File: src/rtl/tl_tx_pkg.sv
// Shared types and TLP header field positions for the TX framer.
// Header parsing only looks at DW0 of the first flit of each TLP.
package tl_tx_pkg;

  localparam int FLIT_W          = 256;
  localparam int HDR_LEN_LSB     = 0;
  localparam int HDR_LEN_MSB     = 9;
  localparam int HDR_HASDATA_BIT = 30;
  localparam int DW_PER_FLIT     = 8;

  typedef logic [FLIT_W-1:0] flit_t;

  typedef enum logic {
    HDR     = 1'b0,
    PAYLOAD = 1'b1
  } tx_state_t;

  // Payload flit count for a DW length field; len==0 encodes 1024 DW.
  function automatic logic [7:0] flit_count(input logic [9:0] len);
    logic [10:0] sum;
    sum = {1'b0, len} + 11'(DW_PER_FLIT - 1);
    return (len == 10'd0) ? 8'd128 : sum[10:3];
  endfunction

endpackage

File: src/rtl/tl_skid_buf.sv
// 2-entry valid/ready buffer. Entry 0 is always the head and drives the outputs,
// so the downstream view is fully registered.
module tl_skid_buf #(
  parameter int W = 258
) (
  input  logic         clk,
  input  logic         rst,
  input  logic         push_i,
  input  logic [W-1:0] push_data_i,
  input  logic         pop_i,
  output logic [W-1:0] head_o,
  output logic [1:0]   cnt_o
);

  logic [W-1:0] e0_q, e0_d, e1_q, e1_d;
  logic [1:0]   cnt_q, cnt_d;

  always_comb begin
    e0_d  = e0_q;
    e1_d  = e1_q;
    cnt_d = cnt_q;
    if (pop_i && cnt_q != 2'd0) begin
      e0_d  = e1_q;
      cnt_d = cnt_q - 2'd1;
    end
    // Push lands in the first free slot after any same-cycle pop.
    if (push_i && cnt_d != 2'd2) begin
      if (cnt_d == 2'd0) e0_d = push_data_i;
      else               e1_d = push_data_i;
      cnt_d = cnt_d + 2'd1;
    end
  end

  always_ff @(posedge clk) begin
    if (rst) begin
      e0_q  <= '0;
      e1_q  <= '0;
      cnt_q <= 2'd0;
    end else begin
      e0_q  <= e0_d;
      e1_q  <= e1_d;
      cnt_q <= cnt_d;
    end
  end

  assign head_o = e0_q;
  assign cnt_o  = cnt_q;

endmodule

File: src/rtl/tl_tx_framer.sv
// Drains a show-ahead TL FIFO, tags each flit with sop/eop from the header
// length, and presents the flits through a registered skid buffer.
module tl_tx_framer
  import tl_tx_pkg::*;
#(
  parameter int DATA_WIDTH = 256,
  parameter int MAX_LEN_DW = 128,
  parameter int CNT_WIDTH  = 16
) (
  input  logic                  clk,
  input  logic                  rst,
  input  logic                  fifo_empty_i,
  output logic                  fifo_rden_o,
  input  logic [DATA_WIDTH-1:0] fifo_rdata_i,
  output logic                  tx_valid_o,
  input  logic                  tx_ready_i,
  output logic [DATA_WIDTH-1:0] tx_data_o,
  output logic                  tx_sop_o,
  output logic                  tx_eop_o,
  output logic [CNT_WIDTH-1:0]  tlp_cnt_o,
  output logic                  busy_o,
  output logic                  err_o
);

  tx_state_t            state_q, state_d;
  logic [7:0]           rem_q, rem_d;
  logic                 err_q, err_d;
  logic [CNT_WIDTH-1:0] cnt_q, cnt_d;

  logic [1:0]            buf_cnt;
  logic [DATA_WIDTH+1:0] head;
  logic                  tag_sop, tag_eop;
  logic [9:0]            len;
  logic [10:0]           len_dw;
  logic                  has_data;
  logic                  tx_pop;

  assign fifo_rden_o = ~rst & ~fifo_empty_i & (buf_cnt != 2'd2);
  assign tx_pop      = tx_valid_o & tx_ready_i;

  assign len      = fifo_rdata_i[HDR_LEN_MSB:HDR_LEN_LSB];
  assign has_data = fifo_rdata_i[HDR_HASDATA_BIT];
  assign len_dw   = (len == 10'd0) ? 11'd1024 : {1'b0, len};

  always_comb begin
    state_d = state_q;
    rem_d   = rem_q;
    err_d   = err_q;
    cnt_d   = cnt_q;
    tag_sop = 1'b0;
    tag_eop = 1'b0;
    if (fifo_rden_o) begin
      if (state_q == HDR) begin
        tag_sop = 1'b1;
        if (!has_data) begin
          tag_eop = 1'b1;
        end else begin
          rem_d   = flit_count(len);
          state_d = PAYLOAD;
          if (len_dw > 11'(MAX_LEN_DW)) err_d = 1'b1;
        end
      end else begin
        tag_eop = (rem_q == 8'd1);
        rem_d   = rem_q - 8'd1;
        if (rem_q == 8'd1) state_d = HDR;
      end
    end
    if (tx_pop && tx_eop_o) cnt_d = cnt_q + 1'b1;
  end

  always_ff @(posedge clk) begin
    if (rst) begin
      state_q <= HDR;
      rem_q   <= 8'd0;
      err_q   <= 1'b0;
      cnt_q   <= '0;
    end else begin
      state_q <= state_d;
      rem_q   <= rem_d;
      err_q   <= err_d;
      cnt_q   <= cnt_d;
    end
  end

  tl_skid_buf #(.W(DATA_WIDTH + 2)) u_skid (
    .clk        (clk),
    .rst        (rst),
    .push_i     (fifo_rden_o),
    .push_data_i({tag_sop, tag_eop, fifo_rdata_i}),
    .pop_i      (tx_pop),
    .head_o     (head),
    .cnt_o      (buf_cnt)
  );

  assign tx_valid_o = (buf_cnt != 2'd0);
  assign tx_sop_o   = head[DATA_WIDTH+1];
  assign tx_eop_o   = head[DATA_WIDTH];
  assign tx_data_o  = head[DATA_WIDTH-1:0];
  assign tlp_cnt_o  = cnt_q;
  assign err_o      = err_q;
  assign busy_o     = (state_q == PAYLOAD) | (buf_cnt != 2'd0);

endmodule
File: config.mk
export PLATFORM = sky130hd
export DESIGN_NAME = tl_tx_framer
export DESIGN_NICKNAME = d
export VERILOG_FILES = /design/src/rtl/tl_tx_pkg.sv /design/src/rtl/tl_skid_buf.sv /design/src/rtl/tl_tx_framer.sv
export SDC_FILE = /design/constraint.sdc
export NUM_CORES = 1
export LEC_CHECK = 0
export ABC_AREA = 1
export BUFFER_PORTS_ARGS = -buffer_cell sky130_fd_sc_hd__buf_2
export CORE_MARGIN = 3
export CORE_UTILIZATION = 35
export CTS_CLUSTER_DIAMETER = 80
export CTS_CLUSTER_SIZE = 14
export DETAILED_ROUTE_END_ITERATION = 7
export SLEW_MARGIN = 20
export SYNTH_ARGS = -nofsm -noshare
export SYNTH_HDL_FRONTEND = slang
export SYNTH_SLANG_ARGS = --single-unit
File: constraint.sdc
create_clock -name clk -period 7.05 [get_ports clk]
set_input_delay 1.0575 -clock clk [delete_from_list [all_inputs] [get_ports clk]]
set_output_delay 1.0575 -clock clk [all_outputs]
set_load 0.05 [all_outputs]
==> key figures <==
Outcome
  • Outcome: finished, final reports clean

Synthesis
  • Post-Syn Area per Cell: 7.61 um^2
  • FFs w/ async S/R, synth: 0%
  • Synth warnings: 0
  • Post-synthesis sequential area ratio: 50.5%
  • Most common library cells after synthesis: nand2_1, dfxtp_1, nor2_1
  • Synth top area share: 50.5%
  • Cell count after synthesis: 2,832
  • Post-synth top area cell: dfxtp_1
  • Number of flops mapped to enable cells by yosys: 0
  • Count leader, synth: nand2_1
  • Synth Register Bits: 544
  • Synth Cell Area: 0.0216 mm^2
  • Top cells by area, synth: dfxtp_1, nand2_1, a311oi_1
  • Synth cell types: 33
  • Syn Nets: 3,099
  • Most used flip-flop cell after synthesis: dfxtp_1

STA
  • Fmax: about 270 MHz
  • Slew margin rel.: 31.7%
  • Setup TNS: 0 ns
  • Final period util: 53.1%
  • Final hold violations: 0
  • RSZ-0062 raised after global routing: no
  • Final setup viols: 0
  • Post-Route Skew: 0.0160 ns
  • Worst slew pin tran: 1.02 ns
  • Tmin final: 3.74 ns
  • Final WS setup: 3.31 ns
  • Slew Limit Fails: 0
  • Worst hold slack: 0.448 ns

Drt
  • ANT nets after route: 0
  • DR vias: 20,100
  • First-pass DRT Iterations: 5
  • Initial DRC Count: 1,486
  • Final wirelength: about 65 mm
  • Average wire per standard cell: 16.3 um
  • Vias per inst: 5.01
  • DRC: 0

Floorplanning
  • Chip height: 254 um
  • DIE WIDTH: 254 um
  • IO Pins: 538
  • Total core area: 0.0607 mm^2
  • Initial Util: 35.5%
  • Total die area: around 0.065 mm^2
  • Row count: 90

Pwr
  • Total power: 11.0 mW
  • Pleak: a little over 10 nW
  • Max VDD drop: 221 uV
  • Pwr per Cell Area: 429 mW/mm^2

Placed design
  • Final HPWL DP: 41.9 mm
  • Inst Count DP: between 3,000 and 4,000
  • Pre-CTS setup slack: 3.11 ns
  • Port Buffers: around 540
  • GP Congestion: 0.772

Clock tree
  • CTS sink cnt: 544
  • Worst skew pair latency: 0.57 ns
  • H-Tree Depth: 2
  • Hold Buf Count CTS: 0
  • CTS Buf Count: 45
  • CTS tree: yes
  • CTS clock-pin slew for the worst setup and hold paths: 0.07 ns
  • PostCTS Resize Cnt: 0
  • CTS Buffer Depth: 3
  • Setup bufs post-CTS: 0
  • Clock Tree Root: clkbuf_16

Global routing
  • First-pass GRT wire length: 102 mm
  • GRT overflow: 0
  • Number of antenna violations at the first check in global routing: 17
  • All-layer global routing usage: 19.1%
  • Vias in the first global route: 18,200
  • Largest net degree at the start of global routing: 213

Finish
  • Final cell count without fillers: between 4,000 and 5,000
  • Layout area overhead: 19.1%
  • Share of cells above drive strength 1: 19.3%
  • Nets@finish: 3,473

Critical path
  • Buf/Inv on CP: 4
  • Endpoint type of the worst setup path: register
  • Crit-path cells: inv_1, ha_1, inv_2, nand2_8, o21ai_0, inv_1, ha_1, nand2_8, buf_12, nor2_1, a311oi_1
  • Critical path class: register to register
  • Critical Path RT: 7.51 ns
  • Critical path peak fanout: 182
  • Setup crit start kind: register
  • Critical path arrival: 4.21 ns
  • Worst path slowest cell: buf_12
  • Max incr delay on CP: 0.49 ns
  • Crit-path leading delay family: simple AND/OR/NAND/NOR gates

Worst hold path
  • Worst hold path class: register to register

Run
  • Max-cap viol count: 0
area by class of cell:
type | count | area [um^2]
Clock buffer | 48 | 1160
Clock inverter | 3 | 33.8
Antenna cell | 15 | 37.5
Multi-Input combinational cell | 1993 | 9430
Timing Repair Buffer | 557 | 2900
Tap cell | 782 | 978
Inverter | 65 | 251
Sequential cell | 544 | 10900
Fill cell | 6212 | 35000
registers in the layout, summed over array words and instances (netlist names):
signal / count
err_o: 1
state_q: 1
u_skid.head_o: 258
tlp_cnt_o: 16
u_skid.e1_q: 258
rem_q: 8
u_skid.cnt_o: 2
cells in the final DEF, fill, tap and decap left out, types with 28 or more instances in the layout:
| master | n |
|---|---|
| nand2_1 | 1062 |
| dfxtp_1 | 544 |
| buf_2 | 536 |
| nor2_1 | 286 |
| a311oi_1 | 256 |
| o21ai_1 | 225 |
| inv_1 | 63 |
| o21ai_0 | 60 |
| clkbuf_16 | 45 |
| nand3_1 | 35 |
| a21oi_1 | 28 |
worst min-delay path: stages (launching register included):
cell and delay [ns]:
dfxtp_1 0.31, inv_1 0.04, a21oi_1 0.05
worst paths after layout:
kind,from,end,slack (ns),depth (start not counted)
min reg2reg,err_o$_SDFFE_PP0P_,err_o$_SDFFE_PP0P_,0.45,2
max,u_skid.cnt_o[0]$_SDFF_PP0_,u_skid.head_o[104]$_SDFF_PP0_,3.31,11
min,err_o$_SDFFE_PP0P_,err_o$_SDFFE_PP0P_,0.45,2
max reg2reg,u_skid.cnt_o[0]$_SDFF_PP0_,u_skid.head_o[104]$_SDFF_PP0_,3.31,11
stage by stage:
stage	cell area (um^2)	utilization, %
after floorplan	21600	-
after global placement	24400	40.3
after detailed placement	24400	40.3
after CTS	25600	42.2
after global routing	25700	42.3
final	25700	42.3
per-layer routing:
layer | GRT usage [%] | vias up | share of wire [%]
li1 | - | 10200 | -
met1 | 26.4 | 9188 | 46
met2 | 29.6 | 547 | 45
met3 | 4.10 | 103 | 6.3
met4 | 6.82 | 8 | 2.8
met5 | 0 | - | 0.074
logic make-up (layout without fill, tap and decap cells):
logic type               after synthesis  in the layout  synth area share [%]
flip-flops                           544            544                  50.5
other                                  0             15                     0
adder cells (fa/ha/maj)                7              7                 0.406
AO/OA/AOI/OAI                        579            579                  18.0
AND/OR/NAND/NOR                     1404           1404                  25.0
XOR/XNOR                               3              3                 0.209
buffers and inverters                295            673                  5.83
power breakdown:
group | leakage (nW) | switching, mW | internal (mW)
Clock | 0.586 | 1.11 | 1.16
Combinational | 5.27 | 3.34 | 1.04
Sequential | 4.44 | 0.452 | 3.93
Total | 10.3 | 4.90 | 6.12
No activity file was read; power rests on OpenSTA's default activity.
